[src/rtl/layer_pingpong_bank_scheduler_pkg.sv]
// Shared definitions for the layer ping-pong bank scheduler: bank-state encoding and defaults.
package layer_pingpong_bank_scheduler_pkg;

    localparam int STATE_W        = 2;
    localparam int DEF_ADDR_WIDTH = 9;

    typedef logic [STATE_W-1:0] bank_state_t;

    // Bit 1 set means the bank holds a complete frame (FULL or DRAINING).
    localparam bank_state_t EMPTY    = 2'd0;
    localparam bank_state_t FILLING  = 2'd1;
    localparam bank_state_t FULL     = 2'd2;
    localparam bank_state_t DRAINING = 2'd3;

endpackage

[src/rtl/layer_pingpong_bank_scheduler_port_mux.sv]
// Per-bank port steering: routes the former layer's write port or the next layer's read port
// onto one bank according to that bank's registered state.
module layer_bank_port_mux
    import layer_pingpong_bank_scheduler_pkg::*;
#(
    parameter int ADDR_WIDTH = DEF_ADDR_WIDTH
) (
    input  bank_state_t           i_state,
    input  logic                  i_wren_former,
    input  logic [ADDR_WIDTH-1:0] i_addr_former,
    input  logic                  i_rden_next,
    input  logic [ADDR_WIDTH-1:0] i_addr_next,
    output logic                  o_wren,
    output logic                  o_rden,
    output logic [ADDR_WIDTH-1:0] o_addr
);

    always_comb begin
        o_wren = 1'b0;
        o_rden = 1'b0;
        o_addr = '0;
        case (i_state)
            FILLING: begin
                o_wren = i_wren_former;
                o_addr = i_addr_former;
            end
            DRAINING: begin
                o_rden = i_rden_next;
                o_addr = i_addr_next;
            end
            default: ;
        endcase
    end

endmodule

[src/rtl/layer_pingpong_bank_scheduler.sv]
// Double-buffer scheduler between two CNN layers: the former layer fills one bank while the
// next layer drains the other; also sequences both layers' enable/reset.
module layer_pingpong_bank_scheduler
    import layer_pingpong_bank_scheduler_pkg::*;
#(
    parameter int ADDR_WIDTH = DEF_ADDR_WIDTH,
    parameter int CNT_WIDTH  = 16
) (
    input  logic                  clock,
    input  logic                  reset,
    input  logic                  enable,
    input  logic                  downstream_free,
    output logic                  former_enable,
    output logic                  former_reset,
    input  logic                  former_done,
    output logic                  next_enable,
    output logic                  next_reset,
    input  logic                  next_done,
    input  logic                  wren_former,
    input  logic [ADDR_WIDTH-1:0] addr_former,
    input  logic                  rden_next,
    input  logic [ADDR_WIDTH-1:0] addr_next,
    output logic                  bank0_wren,
    output logic                  bank0_rden,
    output logic [ADDR_WIDTH-1:0] bank0_addr,
    output logic                  bank1_wren,
    output logic                  bank1_rden,
    output logic [ADDR_WIDTH-1:0] bank1_addr,
    output logic                  rd_bank_sel,
    output logic [1:0]            bank_full,
    output logic [CNT_WIDTH-1:0]  frames_done
);

    bank_state_t          r_state [2];
    bank_state_t          w_state_nxt [2];
    logic                 r_wr_ptr, r_rd_ptr;
    logic                 w_wr_ptr_nxt, w_rd_ptr_nxt;
    logic                 r_fdone_d, r_ndone_d;
    logic                 r_fdone_rise, r_ndone_rise;
    logic                 r_former_reset, r_next_reset;
    logic [CNT_WIDTH-1:0] r_frames;

    logic w_filling, w_draining;
    logic w_fill_idx, w_drain_idx;
    logic w_fill_start, w_fill_end, w_drain_start, w_drain_end;

    assign w_filling   = (r_state[0] == FILLING)  || (r_state[1] == FILLING);
    assign w_draining  = (r_state[0] == DRAINING) || (r_state[1] == DRAINING);
    assign w_fill_idx  = (r_state[1] == FILLING);
    assign w_drain_idx = (r_state[1] == DRAINING) ? 1'b1 :
                         (r_state[0] == DRAINING) ? 1'b0 : r_rd_ptr;

    // Starts look only at registered state, so a bank freed this cycle restarts one cycle later.
    assign w_fill_start  = enable && (r_state[r_wr_ptr] == EMPTY) && !w_filling;
    assign w_fill_end    = r_fdone_rise && w_filling;
    assign w_drain_start = enable && downstream_free && (r_state[r_rd_ptr] == FULL) && !w_draining;
    assign w_drain_end   = r_ndone_rise && w_draining;

    always_comb begin
        w_state_nxt  = r_state;
        w_wr_ptr_nxt = r_wr_ptr;
        w_rd_ptr_nxt = r_rd_ptr;
        for (int i = 0; i < 2; i++) begin
            if (w_fill_end && (w_fill_idx == 1'(i)))     w_state_nxt[i] = FULL;
            if (w_drain_end && (w_drain_idx == 1'(i)))   w_state_nxt[i] = EMPTY;
            if (w_fill_start && (r_wr_ptr == 1'(i)))     w_state_nxt[i] = FILLING;
            if (w_drain_start && (r_rd_ptr == 1'(i)))    w_state_nxt[i] = DRAINING;
        end
        if (w_fill_end)  w_wr_ptr_nxt = ~r_wr_ptr;
        if (w_drain_end) w_rd_ptr_nxt = ~r_rd_ptr;
    end

    always_ff @(posedge clock) begin
        if (reset) begin
            r_state[0]     <= EMPTY;
            r_state[1]     <= EMPTY;
            r_wr_ptr       <= 1'b0;
            r_rd_ptr       <= 1'b0;
            r_fdone_d      <= 1'b0;
            r_ndone_d      <= 1'b0;
            r_fdone_rise   <= 1'b0;
            r_ndone_rise   <= 1'b0;
            r_former_reset <= 1'b0;
            r_next_reset   <= 1'b0;
            r_frames       <= '0;
        end else begin
            r_state        <= w_state_nxt;
            r_wr_ptr       <= w_wr_ptr_nxt;
            r_rd_ptr       <= w_rd_ptr_nxt;
            r_fdone_d      <= former_done;
            r_ndone_d      <= next_done;
            r_fdone_rise   <= former_done && !r_fdone_d;
            r_ndone_rise   <= next_done && !r_ndone_d;
            r_former_reset <= w_fill_start;
            r_next_reset   <= w_drain_start;
            if (w_drain_end) r_frames <= r_frames + 1'b1;
        end
    end

    assign former_enable = w_filling;
    assign former_reset  = r_former_reset;
    assign next_enable   = w_draining;
    assign next_reset    = r_next_reset;
    assign rd_bank_sel   = w_drain_idx;
    assign bank_full     = {r_state[1][1], r_state[0][1]};
    assign frames_done   = r_frames;

    layer_bank_port_mux #(.ADDR_WIDTH(ADDR_WIDTH)) u_bank0 (
        .i_state       (r_state[0]),
        .i_wren_former (wren_former),
        .i_addr_former (addr_former),
        .i_rden_next   (rden_next),
        .i_addr_next   (addr_next),
        .o_wren        (bank0_wren),
        .o_rden        (bank0_rden),
        .o_addr        (bank0_addr)
    );

    layer_bank_port_mux #(.ADDR_WIDTH(ADDR_WIDTH)) u_bank1 (
        .i_state       (r_state[1]),
        .i_wren_former (wren_former),
        .i_addr_former (addr_former),
        .i_rden_next   (rden_next),
        .i_addr_next   (addr_next),
        .o_wren        (bank1_wren),
        .o_rden        (bank1_rden),
        .o_addr        (bank1_addr)
    );

endmodule
[config.mk]
export PLATFORM = sky130hd
export DESIGN_NAME = layer_pingpong_bank_scheduler
export DESIGN_NICKNAME = d
export VERILOG_FILES = /design/src/rtl/layer_pingpong_bank_scheduler_pkg.sv /design/src/rtl/layer_pingpong_bank_scheduler_port_mux.sv /design/src/rtl/layer_pingpong_bank_scheduler.sv
export SDC_FILE = /design/constraint.sdc
export NUM_CORES = 1
export LEC_CHECK = 0
export BUFFER_PORTS_ARGS = -buffer_cell sky130_fd_sc_hd__buf_2
export CAP_MARGIN = 20
export CORE_ASPECT_RATIO = 0.5
export CORE_MARGIN = 10
export CORE_UTILIZATION = 25
export CTS_CLUSTER_SIZE = 25
export DETAILED_ROUTE_END_ITERATION = 10
export GPL_ROUTABILITY_DRIVEN = 0
export PLACE_DENSITY_LB_ADDON = 0.12
export SLEW_MARGIN = 20
export SYNTH_ARGS = -nofsm -noshare
export SYNTH_HDL_FRONTEND = slang
export SYNTH_SLANG_ARGS = --single-unit
[constraint.sdc]
create_clock -name clock -period 1.7 [get_ports clock]
set_clock_uncertainty 0.05 [all_clocks]
set_input_delay 0.34 -clock clock [delete_from_list [all_inputs] [get_ports clock]]
set_output_delay 0.34 -clock clock [all_outputs]
set_load 0.005 [all_outputs]
== Yosys cells after proc, flatten, opt, wreduce, memory -nomap -nowiden ==
Cells that the tools add are included.
Word-level totals
  register bits after elaboration: 28
  output and inout port bits: 45
Operators by class
  $lt $le $gt $ge: 2
  add/subtract/negate cells: 1
  reductions and logical operators: 26
  bitwise gates (word level): 6
  eq/ne operators: 5
  mux-type cells: 22
Operator list (count)
  $pmux W9 S2: 2
  $mux W2: 14
  $logic_and A1 B1 Y1: 17
  $add A16 B1 Y16 const B: 1
  $reduce_bool A4 Y1: 2
  $eq A2 B2 Y1 const B: 3
  $mux W1: 6
  $eq A2 B1 Y1 const B: 2
  $ge A2 B2 Y1 const B: 2
  $logic_not A1 Y1: 4
  $not A1 Y1: 4
  $not A1 Y2: 2
  $logic_not A2 Y1: 1
  $logic_or A1 B1 Y1: 2

== Depth between registers and ports, before layout ==
Gate-level depths: netlist of run 1.
  depth after elaboration: 10
  mapped depth: 6
  gate-level depth less buffers: 5

== Cells and area by module ==
Synthesis of run 1 repeated with hierarchy kept, for this count alone.
Second synthesis, totals
  cells, all modules: 186
  area total of the unflattened synthesis: 1634.1 um2
By module, submodules not included
  layer_pingpong_bank_scheduler: times used 1, cells each 142, area an instance 1276.2 um2, sequential area each 560.5 um2
  layer_bank_port_mux: times used 2, cells each 22, area an instance 178.9 um2, sequential area each 0.0 um2

== Worst setup path after synthesis of run 1 ==
Ideal clock, no wire load.
  kind: reg-to-reg
  start: register r_frames[4], in the netlist frames_done[4]
  end: register r_frames[12], in the netlist frames_done[12]
  arrival: 1.522 ns
  cell stages (with the launch flop): 5
  slack: 0.058 ns
  library setup time: 0.070 ns
  cell sequence: dfxtp_1 -> nand4_2 -> or4_4 -> or3_1 -> a21oi_1
Between the ends
  longest elaborated chain between the ends: 1
Ends and longest elaborated chain
  start: declaration: RTL line layer_pingpong_bank_scheduler.sv:41  | logic [CNT_WIDTH-1:0] r_frames;
  start signal: assignment: RTL line layer_pingpong_bank_scheduler.sv:96  | if (w_drain_end) r_frames <= r_frames + 1'b1;
  $add A16 B1 Y16: RTL line layer_pingpong_bank_scheduler.sv:96
No other way between the ends.
A chain may end at the register's enable or synchronous reset.

== Worst setup path after layout of run 1 ==
  start: register r_state (netlist bit bank_full[1])
  end: register r_frames[12], in the netlist frames_done[12]
Between the ends
  longest elaborated chain between the ends: 3
Ends and longest elaborated chain
  start: declaration: RTL line layer_pingpong_bank_scheduler.sv:34  | bank_state_t r_state [2];
  start signal: assignment: RTL line layer_pingpong_bank_scheduler.sv:87  | r_state <= w_state_nxt;
  $eq A2 B2 Y1: RTL line layer_pingpong_bank_scheduler.sv:48  | assign w_draining = (r_state[0] == DRAINING) || (r_state[1] == DRAINING);
  $logic_or A1 B1 Y1: RTL line layer_pingpong_bank_scheduler.sv:48
  $logic_and A1 B1 Y1: RTL line layer_pingpong_bank_scheduler.sv:57  | assign w_drain_end = r_ndone_rise && w_draining;
No other way between the ends.

==> flow_summary.ini, run 1 <==
[drt]
dr.pass1.iters = 4
vias = 1635
drc = 0
avgRoutedWirePerCell_microns = 13.3
routed_wl_mm = 4.86
first_iter_violations = 69
antenna_left = 0
viasPerCell = 4.49

[sta]
fin_hold_ws_ns = 0.272
final-max-slew-violation-count = 0
fin_crit_ns = 1.64
setup_viol = 0
hold_violations = 0
tightest_slew_ns = 0.513
max-slew-margin-rel_pct = 65.8
layout_worst_path_cycle_share_pct = 96.6
fin_setup_tns_ns = 0
setup_slack_ns = 0.0574
rsz0062_at_grt = yes
max_freq_mhz = 609

[worst_setup_path]
critPathRequiredTime_ns = 1.84
cp_top_family = simple AND/OR/NAND/NOR gates
max_stage_delay_ns = 0.57
critPathSlowestCell = or4_4
critical_path_arrival_ns = 1.79
critPathBufInv = 0
cp-end-kind = register
critPathMaxFanout = 6
cp-start-kind = register
critPathKind = register to register
worstPathCellList = a22oi_4 -> or4_4 -> or3_1 -> a21oi_2

[finish]
final_net_count = 304
stdcell_area_sq_um = 2330
final_common_cell = buf_2
syn_to_final_growth_pct = 44.3
drive_gt1_share_pct = 40.6
seq_area_sq_um = 582
mostFrequentLayoutCells = buf_2 (70), nor2_1 (21), dfxtp_1 (21)
final_util_pct = 37.8
antennaDiodeCount = 0
multi_input_area_sq_um = 998
nFillCells = 653

[place]
place_ws_ns = 0.0295
port_buffers = 70
hpwlAfterDp_mm = 3.71
dpl_cell_area_sq_um = 2130

[cts]
root_buffer = clkbuf_16
h-tree-depth = 1
clockBufferDepth = 2
cts_buffers = 3
clkTransAtPathRegs_ns = 0.07
insertion_delay_ns = 0.26
cts_sinks = 28
holdBufCountCts = 0
cts_tree = yes

[power_and_ir_drop]
power.leakage_uw = 0.00103
p_per_area_nw_per_um2 = 625
peakVddDrop_v = 0.000354

[synth]
ys.warnings.count = 0
synthesis.area_sq_um = 1610
synth_nets = 223
synthSimpleGateAreaFrac_pct = 30.7
synth_compound_area_share_pct = 10.7
synth-main-ff-cell = dfxtp_1
synthAdderAreaFrac_pct = 0.776
synth_mux_area_share_pct = 11.8
yosysUniqueCellTypes = 34
syn_avg_cell_area_sq_um = 8.22
synth_edf_count = 0
syn_inst = 196
synth_top_family_by_area = simple AND/OR/NAND/NOR gates
async_flop_share_pct = 0
synth-seq-area-share_pct = 34.8
synth-xor-area-share_pct = 5.98
ys_ff_latch = 28

[die]
row_count = 20
io-pin-count = 71
die-area_sq_um = 10300
start_util_pct = 26.2
die_w_microns = 134
core_area_sq_um = 6160
fp.dieH_microns = 76.8

[job]
maxCapViolations = 0

[global_routing]
grt_pass1_wl_mm = 7.82
grt_util_all_layers_pct = 8.99
antenna_found_initial = 0
grt_max_degree = 27
grt_use_met1_pct = 10.4
overflow = 0
grtUsageMet2_pct = 14.6
top_usage_layer = met2
grt_pass1_vias = 1694
use_met3_pct = 4.55

[hold_path]
min_path_type = primary input to register

[outcome]
status = finished clean
## final cells by class
cell class	instances	area share, %
Inverter	4	0.914
Clock buffer	4	3.82
Multi-Input combinational cell	150	42.9
Sequential cell	28	25.0
Tap cell	88	4.73
Timing Repair Buffer	90	22.6
## worst reg2reg max path: cells and delay by family, from the launching register on
kind	cells	cell delay [ns]
flops	1	0.37
simple gates	2	0.92
compound gates	2	0.25
## through the flow
step	instances	total power, uW
after detailed placement	357	876
after CTS	361	1480
after global routing	364	1520
after floorplan	196	793
final	364	1450
after global placement	357	875
## cells in the mapped netlist (3+ instances only)
library cell   n  area share, %
dfxtp_1       28             35
nor2_1        21            4.9
mux2i_1       19             12
nand2_1       15            3.5
nor2b_1       15            5.8
a21oi_1       12            3.7
nand3_1       10            3.1
o21ai_0        8            2.5
xor2_1         8            4.3
clkbuf_1       7            1.6
or3_1          6            2.3
and3_1         5            1.9
buf_4          4            1.9
nand2b_1       4            1.6
and2_1         3            1.2
inv_1          3           0.70
nand4_1        3            1.2
nor4_1         3            1.2
xnor2_1        3            1.6
## routing by layer
metal,wire length (microns),vias up
li1,-,840
met2,2110,54
met3,419,2
met5,0,-
met4,36,0
met1,2290,739
## what timing repair did
action	in CTS	in global routing
pin swaps	0	2
setup endpoints to repair	23	18
setup buffers	0	3
resized for setup	10	19
## registers in the layout, summed over array words and instances, names as in the netlist
name          count
frames_done      16
next_reset        1
r_ndone_rise      1
r_wr_ptr          1
r_state           2
r_fdone_d         1
r_fdone_rise      1
r_rd_ptr          1
r_ndone_d         1
former_reset      1
bank_full         2
## cell families (layout without fill, tap and decap cells)
kind of cell    count (synthesis)  in the layout
compound gates                 27             27
flops                          28             28
buf+inv                        18             98
xor+xnor                       11             11
fa+ha+maj                       1              1
simple gates                   92             92
mux                            19             19
## report_power, final
| part | leakage, uW | internal (uW) | total [uW] | switching, uW |
|---|---|---|---|---|
| clock | 0.0000442 | 361 | 586 | 226 |
| sequential | 0.000232 | 662 | 673 | 10.8 |
| combinational | 0.000749 | 96.0 | 193 | 97.2 |
## worst paths after layout
check / start / end / slack, ns / cells past startpoint
worst max-delay path: bank_full[1]$_SDFFE_PP0P_ / frames_done[12]$_SDFFE_PP0N_ / 0.06 / 4
worst min-delay path: next_done / r_ndone_d$_SDFF_PP0_ / 0.27 / 2
worst max register to register: bank_full[1]$_SDFFE_PP0P_ / frames_done[12]$_SDFFE_PP0N_ / 0.06 / 4
worst min register to register: r_ndone_d$_SDFF_PP0_ / r_ndone_rise$_SDFF_PP0_ / 0.33 / 1
No activity file was read; power rests on OpenSTA's default activity.
==> inputs of run 2 (changes only) <==
==> constraint.sdc (replaced) <==
create_clock -name clock -period 1.7 [get_ports clock]
set_clock_uncertainty 0.05 [all_clocks]
set_input_delay 0.425 -clock clock [delete_from_list [all_inputs] [get_ports clock]]
set_output_delay 0.425 -clock clock [all_outputs]
set_load 0.005 [all_outputs]
==> run 2 against run 1 <==
  * The run now ends with negative setup slack left
  * Final cell count is 3.0% higher
  * Critical path type unchanged
  * Die area stayed put
  * Via count is 4.6% higher
  * Non-clock buffer count is 11 higher
  * Global-route usage is 0.68 points higher
  * Clock-buffer cell count is 1 lower
  * Combinational power is 21% higher
==> flow_summary.ini, run 2 (synthesis results as in run 1) <==
[die]
die-area_sq_um = 10300
die_w_microns = 134
io-pin-count = 71
core_area_sq_um = 6160
fp.dieH_microns = 76.8
start_util_pct = 26.2
row_count = 20

[job]
maxCapViolations = 0

[finish]
final_net_count = 315
layoutNonFillerInstCount = 375
syn_to_final_growth_pct = 58.4
nFillCells = 659
final_common_cell = buf_2
antennaDiodeCount = 0
drive_gt1_share_pct = 47.0
mostFrequentLayoutCells = buf_2 (68), dfxtp_1 (22), buf_4 (22)
largest_reg_flops = 16

[worst_setup_path]
critPathRequiredTime_ns = 1.85
cp-end-kind = register
cp-start-kind = register
critPathSlowestCell = or4_4
max_stage_delay_ns = 0.55
critPathMaxFanout = 5
critical_path_arrival_ns = 1.85
worstPathCellList = ha_4 -> nand2_2 -> or4_4 -> or3_1 -> a21oi_1
critPathKind = register to register

[power_and_ir_drop]
p_total_uw = 1610
power.leakage_uw = 0.00112
peakVddDrop_v = 0.000298
p_per_area_nw_per_um2 = 629

[global_routing]
grt_pass1_vias = 1754
antenna_found_initial = 0
grt_pass1_wl_mm = 8.36
grt_max_degree = 21
grt_util_all_layers_pct = 9.67
overflow = 0

[cts]
cts_buffers = 3
clockBufferDepth = 2
cts_tree = yes
cts_sinks = 28
clkTransAtPathRegs_ns = 0.07
root_buffer = clkbuf_16
h-tree-depth = 1
insertion_delay_ns = 0.26

[outcome]
status = finished, violations left
violations = negative setup slack

[drt]
vias = 1711
antenna_left = 0
viasPerCell = 4.56
drc = 0
avgRoutedWirePerCell_microns = 14.6
routed_wl_mm = 5.49
first_iter_violations = 76
dr.pass1.iters = 4

[sta]
max_freq_mhz = 587
hold_violations = 0
setup_slack_ns = -0.00219
layout_worst_path_cycle_share_pct = 100
tightest_slew_ns = 0.313
final-max-slew-violation-count = 0
fin_crit_ns = 1.70
rsz0062_at_grt = yes
max-slew-margin-rel_pct = 78.6
setup_viol = 1

[place]
dp.cells = 357
port_buffers = 70
hpwlAfterDp_mm = 3.86

[hold_path]
min_path_type = register to register
-- run 2: changes by cell type in the layout (fill, tap and decap cells not counted), moves of 2 or more --
cell       delta
buf_4         +7
nor2_1        -7
nor2_2        +7
buf_6         +4
buf_2         -2
clkbuf_16     +2
-- run 2: report_power, final --
group / leakage (uW) / total (uW) / internal (uW) / switching [uW]
logic: 0.000842 / 233 / 125 / 107
registers: 0.000231 / 677 / 664 / 13.0
clock network: 0.0000511 / 696 / 469 / 227
-- run 2: stage by stage --
step	instance area (sq um)	setup TNS, ns	worst slack (ns)	util, %	hold slack (ns)
2_1_floorplan	1610	0	0.00525	-	0.317
3_3_place_gp	2130	0	0.0672	34.6	0.322
3_5_place_dp	2130	0	0.0321	34.6	0.323
4_1_cts	2370	0	0.000176	38.5	0.333
5_1_grt	2550	-0.860	-0.0620	41.5	0.364
6_report	2550	-0.00219	-0.00219	41.5	0.333
-- run 2: cell type report --
cell class / instances / area [sq um] / area share (%)
Sequential cell: 28 / 578 / 22.6
Tap cell: 88 / 110 / 4.31
Clock buffer: 3 / 75.1 / 2.94
Clock inverter: 1 / 30.0 / 1.18
Timing Repair Buffer: 101 / 696 / 27.3
Inverter: 4 / 23.8 / 0.931
Multi-Input combinational cell: 150 / 1040 / 40.7
-- run 2: worst max-delay path, delay by kind of cell (launching register included) --
| family | cells | cell delay [ns] |
|---|---|---|
| fa+ha+maj | 1 | 0.15 |
| compound gates | 1 | 0.13 |
| flops | 1 | 0.38 |
| simple gates | 3 | 0.93 |
-- run 2: repair_timing --
item                                    in CTS  in global routing
buffers inserted                             7                  4
pin swaps                                    3                  8
hold buffers                                 0                  0
endpoints found under the setup margin      25                 27
resized for setup                           18                 29
gates cloned                                 1                  2
-- run 2: metal layers --
layer | share of wire [%] | track usage, %
met4 | 0.67 | 2.16
met5 | 0 | 0
met1 | 47 | 11.2
met3 | 9.2 | 5.27
met2 | 43 | 15.4
-- run 2: worst paths after layout --
kind / slack [ns] / from / depth (start not counted) / end
hold reg to reg: 0.33 / r_ndone_d$_SDFF_PP0_ / 1 / r_ndone_rise$_SDFF_PP0_
setup / recovery: -0.002 / frames_done[0]$_SDFFE_PP0N_ / 5 / frames_done[14]$_SDFFE_PP0N_
hold / removal: 0.33 / r_ndone_d$_SDFF_PP0_ / 1 / r_ndone_rise$_SDFF_PP0_
setup reg to reg: -0.002 / frames_done[0]$_SDFFE_PP0N_ / 5 / frames_done[14]$_SDFFE_PP0N_
==> inputs of run 3 (changes only) <==
--- a/config.mk
+++ b/config.mk
@@ -7,14 +7,16 @@
 export LEC_CHECK = 0
 export BUFFER_PORTS_ARGS = -buffer_cell sky130_fd_sc_hd__buf_2
 export CAP_MARGIN = 20
-export CORE_ASPECT_RATIO = 0.5
+export CORE_ASPECT_RATIO = 1.2
 export CORE_MARGIN = 10
 export CORE_UTILIZATION = 25
 export CTS_CLUSTER_SIZE = 25
 export DETAILED_ROUTE_END_ITERATION = 10
 export GPL_ROUTABILITY_DRIVEN = 0
+export GPL_TIMING_DRIVEN = 1
 export PLACE_DENSITY_LB_ADDON = 0.12
 export SLEW_MARGIN = 20
 export SYNTH_ARGS = -nofsm -noshare
 export SYNTH_HDL_FRONTEND = slang
+export SYNTH_HIERARCHICAL = 1
 export SYNTH_SLANG_ARGS = --single-unit
==> run 3 against run 2 <==
  * Critical path depth fell by 1
  * Fmax fell by 0.21%
  * Register-to-register slack improved by 0.12 ns
  * Largest cell class unchanged
  * Die area fell by 0.67%
  * Synthesized area rose by 1.4%
  * The flow still finishes with violations (negative setup slack)
  * Largest power group is now sequential cells
  * Design area fell by 12%
  * Clock-buffer cell count did not move
  * Combinational power fell by 16%
  * Highest routed layer unchanged
==> flow_summary.ini, run 3 <==
[sta]
setup_viol = 1
fin_crit_ns = 1.71
layout_worst_path_cycle_share_pct = 100
max-slew-margin-rel_pct = 66.4
rsz0062_at_grt = yes
hold_violations = 0
final-max-slew-violation-count = 0
setup_slack_ns = -0.00569
max_freq_mhz = 586
tightest_slew_ns = 0.505

[drt]
drc = 0
routed_wl_mm = 4.93
first_iter_violations = 53
dr.pass1.iters = 5
avgRoutedWirePerCell_microns = 14.0
viasPerCell = 4.53
vias = 1590
antenna_left = 0

[job]
maxCapViolations = 0

[die]
start_util_pct = 25.5
die-area_sq_um = 10200
core_area_sq_um = 6410
row_count = 32
io-pin-count = 71
fp.dieH_microns = 109
die_w_microns = 93.8

[finish]
syn_to_final_growth_pct = 37.5
antennaDiodeCount = 0
drive_gt1_share_pct = 39.8
final_net_count = 295
mostFrequentLayoutCells = buf_2 (71), nor2b_1 (23), dfxtp_1 (23)
layoutNonFillerInstCount = 351
stdcell_area_sq_um = 2250
largest_reg_flops = 16
final_common_cell = buf_2
final_util_pct = 35.1

[worst_setup_path]
rrSetupSlack_ns = 0.12
critPathBufInv = 2
cp.depth = 4
r2r-start = frames_done[6]$_SDFFE_PP0N_
cp_top_family = flip-flops
crit_end = former_enable
max_stage_delay_ns = 0.37
worstReg2RegEnd = frames_done[15]$_SDFFE_PP0N_
critPathRequiredTime_ns = 1.22
cp-end-kind = output port
reg2regPathDepth = 4
cp-start-kind = register
critPathKind = register to output port
startpoint = bank_full[0]$_SDFFE_PP0P_
worstPathCellList = buf_12 -> or2b_1 -> nand2_1 -> buf_2
critPathSlowestCell = dfxtp_4
critical_path_arrival_ns = 1.23
critPathMaxFanout = 8

[cts]
cts_buffers = 3
clkTransAtPathRegs_ns = 0.09
cts_tree = yes
insertion_delay_ns = 0.27
root_buffer = clkbuf_8
h-tree-depth = 1
clockBufferDepth = 2
cts_sinks = 28

[synth]
yosys-top-cells-area = dfxtp_1 (34%), mux2i_1 (12%), nor2b_1 (8.8%)
synthesis.area_sq_um = 1630
synth.most_common_cell = dfxtp_1
yosys-top-cells-count = dfxtp_1 (28), nor2b_1 (23), mux2i_1 (19)
synth_edf_count = 0
yosysUniqueCellTypes = 37
ys_ff_latch = 28
synth_nets = 213
yosysTopAreaCellShare_pct = 34.3
synth-seq-area-share_pct = 34.3
yosys.area.top_type = dfxtp_1
ys.warnings.count = 6
syn_inst = 186
syn_avg_cell_area_sq_um = 8.79
async_flop_share_pct = 0
synth-main-ff-cell = dfxtp_1

[hold_path]
hp-start = r_ndone_d$_SDFF_PP0_
min_path_type = register to register

[power_and_ir_drop]
peakVddDrop_v = 0.000311
seqPwrFrac_pct = 55.0
p_comb_share_pct = 15.8
power.switching_uw = 306
p_total_uw = 1230
p_per_area_nw_per_um2 = 549
p_int_uw = 928
swShare_pct = 24.8
power.leakage_uw = 0.00101
p_clk_share_pct = 29.3

[global_routing]
antenna_found_initial = 0
grt_pass1_vias = 1618
grt_pass1_wl_mm = 7.87
grt_max_degree = 27
overflow = 0
grt_util_all_layers_pct = 9.23

[place]
hpwlAfterDp_mm = 3.71
dp.cells = 344
port_buffers = 70
place_ws_ns = 0.111
dpl_cell_area_sq_um = 2150

[outcome]
violations = negative setup slack
status = finished, violations left
[run 3: what timing repair did]
item,in CTS,in global routing
buffers inserted,2,2
pin swaps,1,1
resized for setup,7,6
gates cloned,1,0
hold buffers,0,0
endpoints found under the setup margin,23,22
[run 3: worst min-delay path by stage]
| stage | endpoint | slack (ns) | cells after the start |
|---|---|---|---|
| finish | r_ndone_rise$_SDFF_PP0_ | 0.33 | 1 |
| CTS | r_ndone_rise$_SDFF_PP0_ | 0.34 | 1 |
| floorplan | r_fdone_rise$_SDFF_PP0_ | 0.32 | 1 |
| global placement | r_fdone_rise$_SDFF_PP0_ | 0.32 | 1 |
| detailed placement | r_ndone_rise$_SDFF_PP0_ | 0.32 | 1 |
| global route | r_ndone_rise$_SDFF_PP0_ | 0.35 | 1 |
[run 3: cells by family (layout without fill, tap and decap cells)]
logic type	after synthesis	count (layout)	synth area share, %
adders and majority gates	1	1	0.766
muxes	20	20	12.3
DFF	28	28	34.3
buffers and inverters	14	94	4.90
xor gates and xnor gates	11	11	5.90
AOI/OAI and AO/OA	26	26	10.6
and+or+nand+nor	86	86	31.2
[run 3: cell type report]
cell class                      count  area [sq um]
Fill cell                         713          4160
Timing Repair Buffer               90           526
Clock buffer                        3          41.3
Multi-Input combinational cell    144           998
Sequential cell                    28           572
Inverter                            1          3.75
Tap cell                           85           106
[run 3: metrics by stage]
step / setup TNS (ns) / hold slack (ns)
3_3_place_gp: 0 / 0.325
2_1_floorplan: 0 / 0.317
4_1_cts: -0.0203 / 0.337
6_report: -0.00569 / 0.335
3_5_place_dp: 0 / 0.323
5_1_grt: -0.297 / 0.350
[run 3: power by group through the flow]
| stage | clock [uW] | sequential, uW | combinational, uW |
|---|---|---|---|
| floorplan | 0 | 695 | 99.5 |
| global placement | 0 | 695 | 194 |
| detailed placement | 0 | 695 | 194 |
| CTS | 378 | 680 | 196 |
| global route | 406 | 681 | 219 |
| finish | 361 | 678 | 195 |
[run 3: routing by layer]
| layer | part of all wire [%] | track usage [%] | vias to the layer above |
|---|---|---|---|
| met5 | 0 | 0 | - |
| met4 | 0.63 | 2.61 | 0 |
| met3 | 9.4 | 3.54 | 2 |
| met2 | 45 | 15.0 | 52 |
| met1 | 45 | 11.0 | 712 |
| li1 | - | - | 824 |
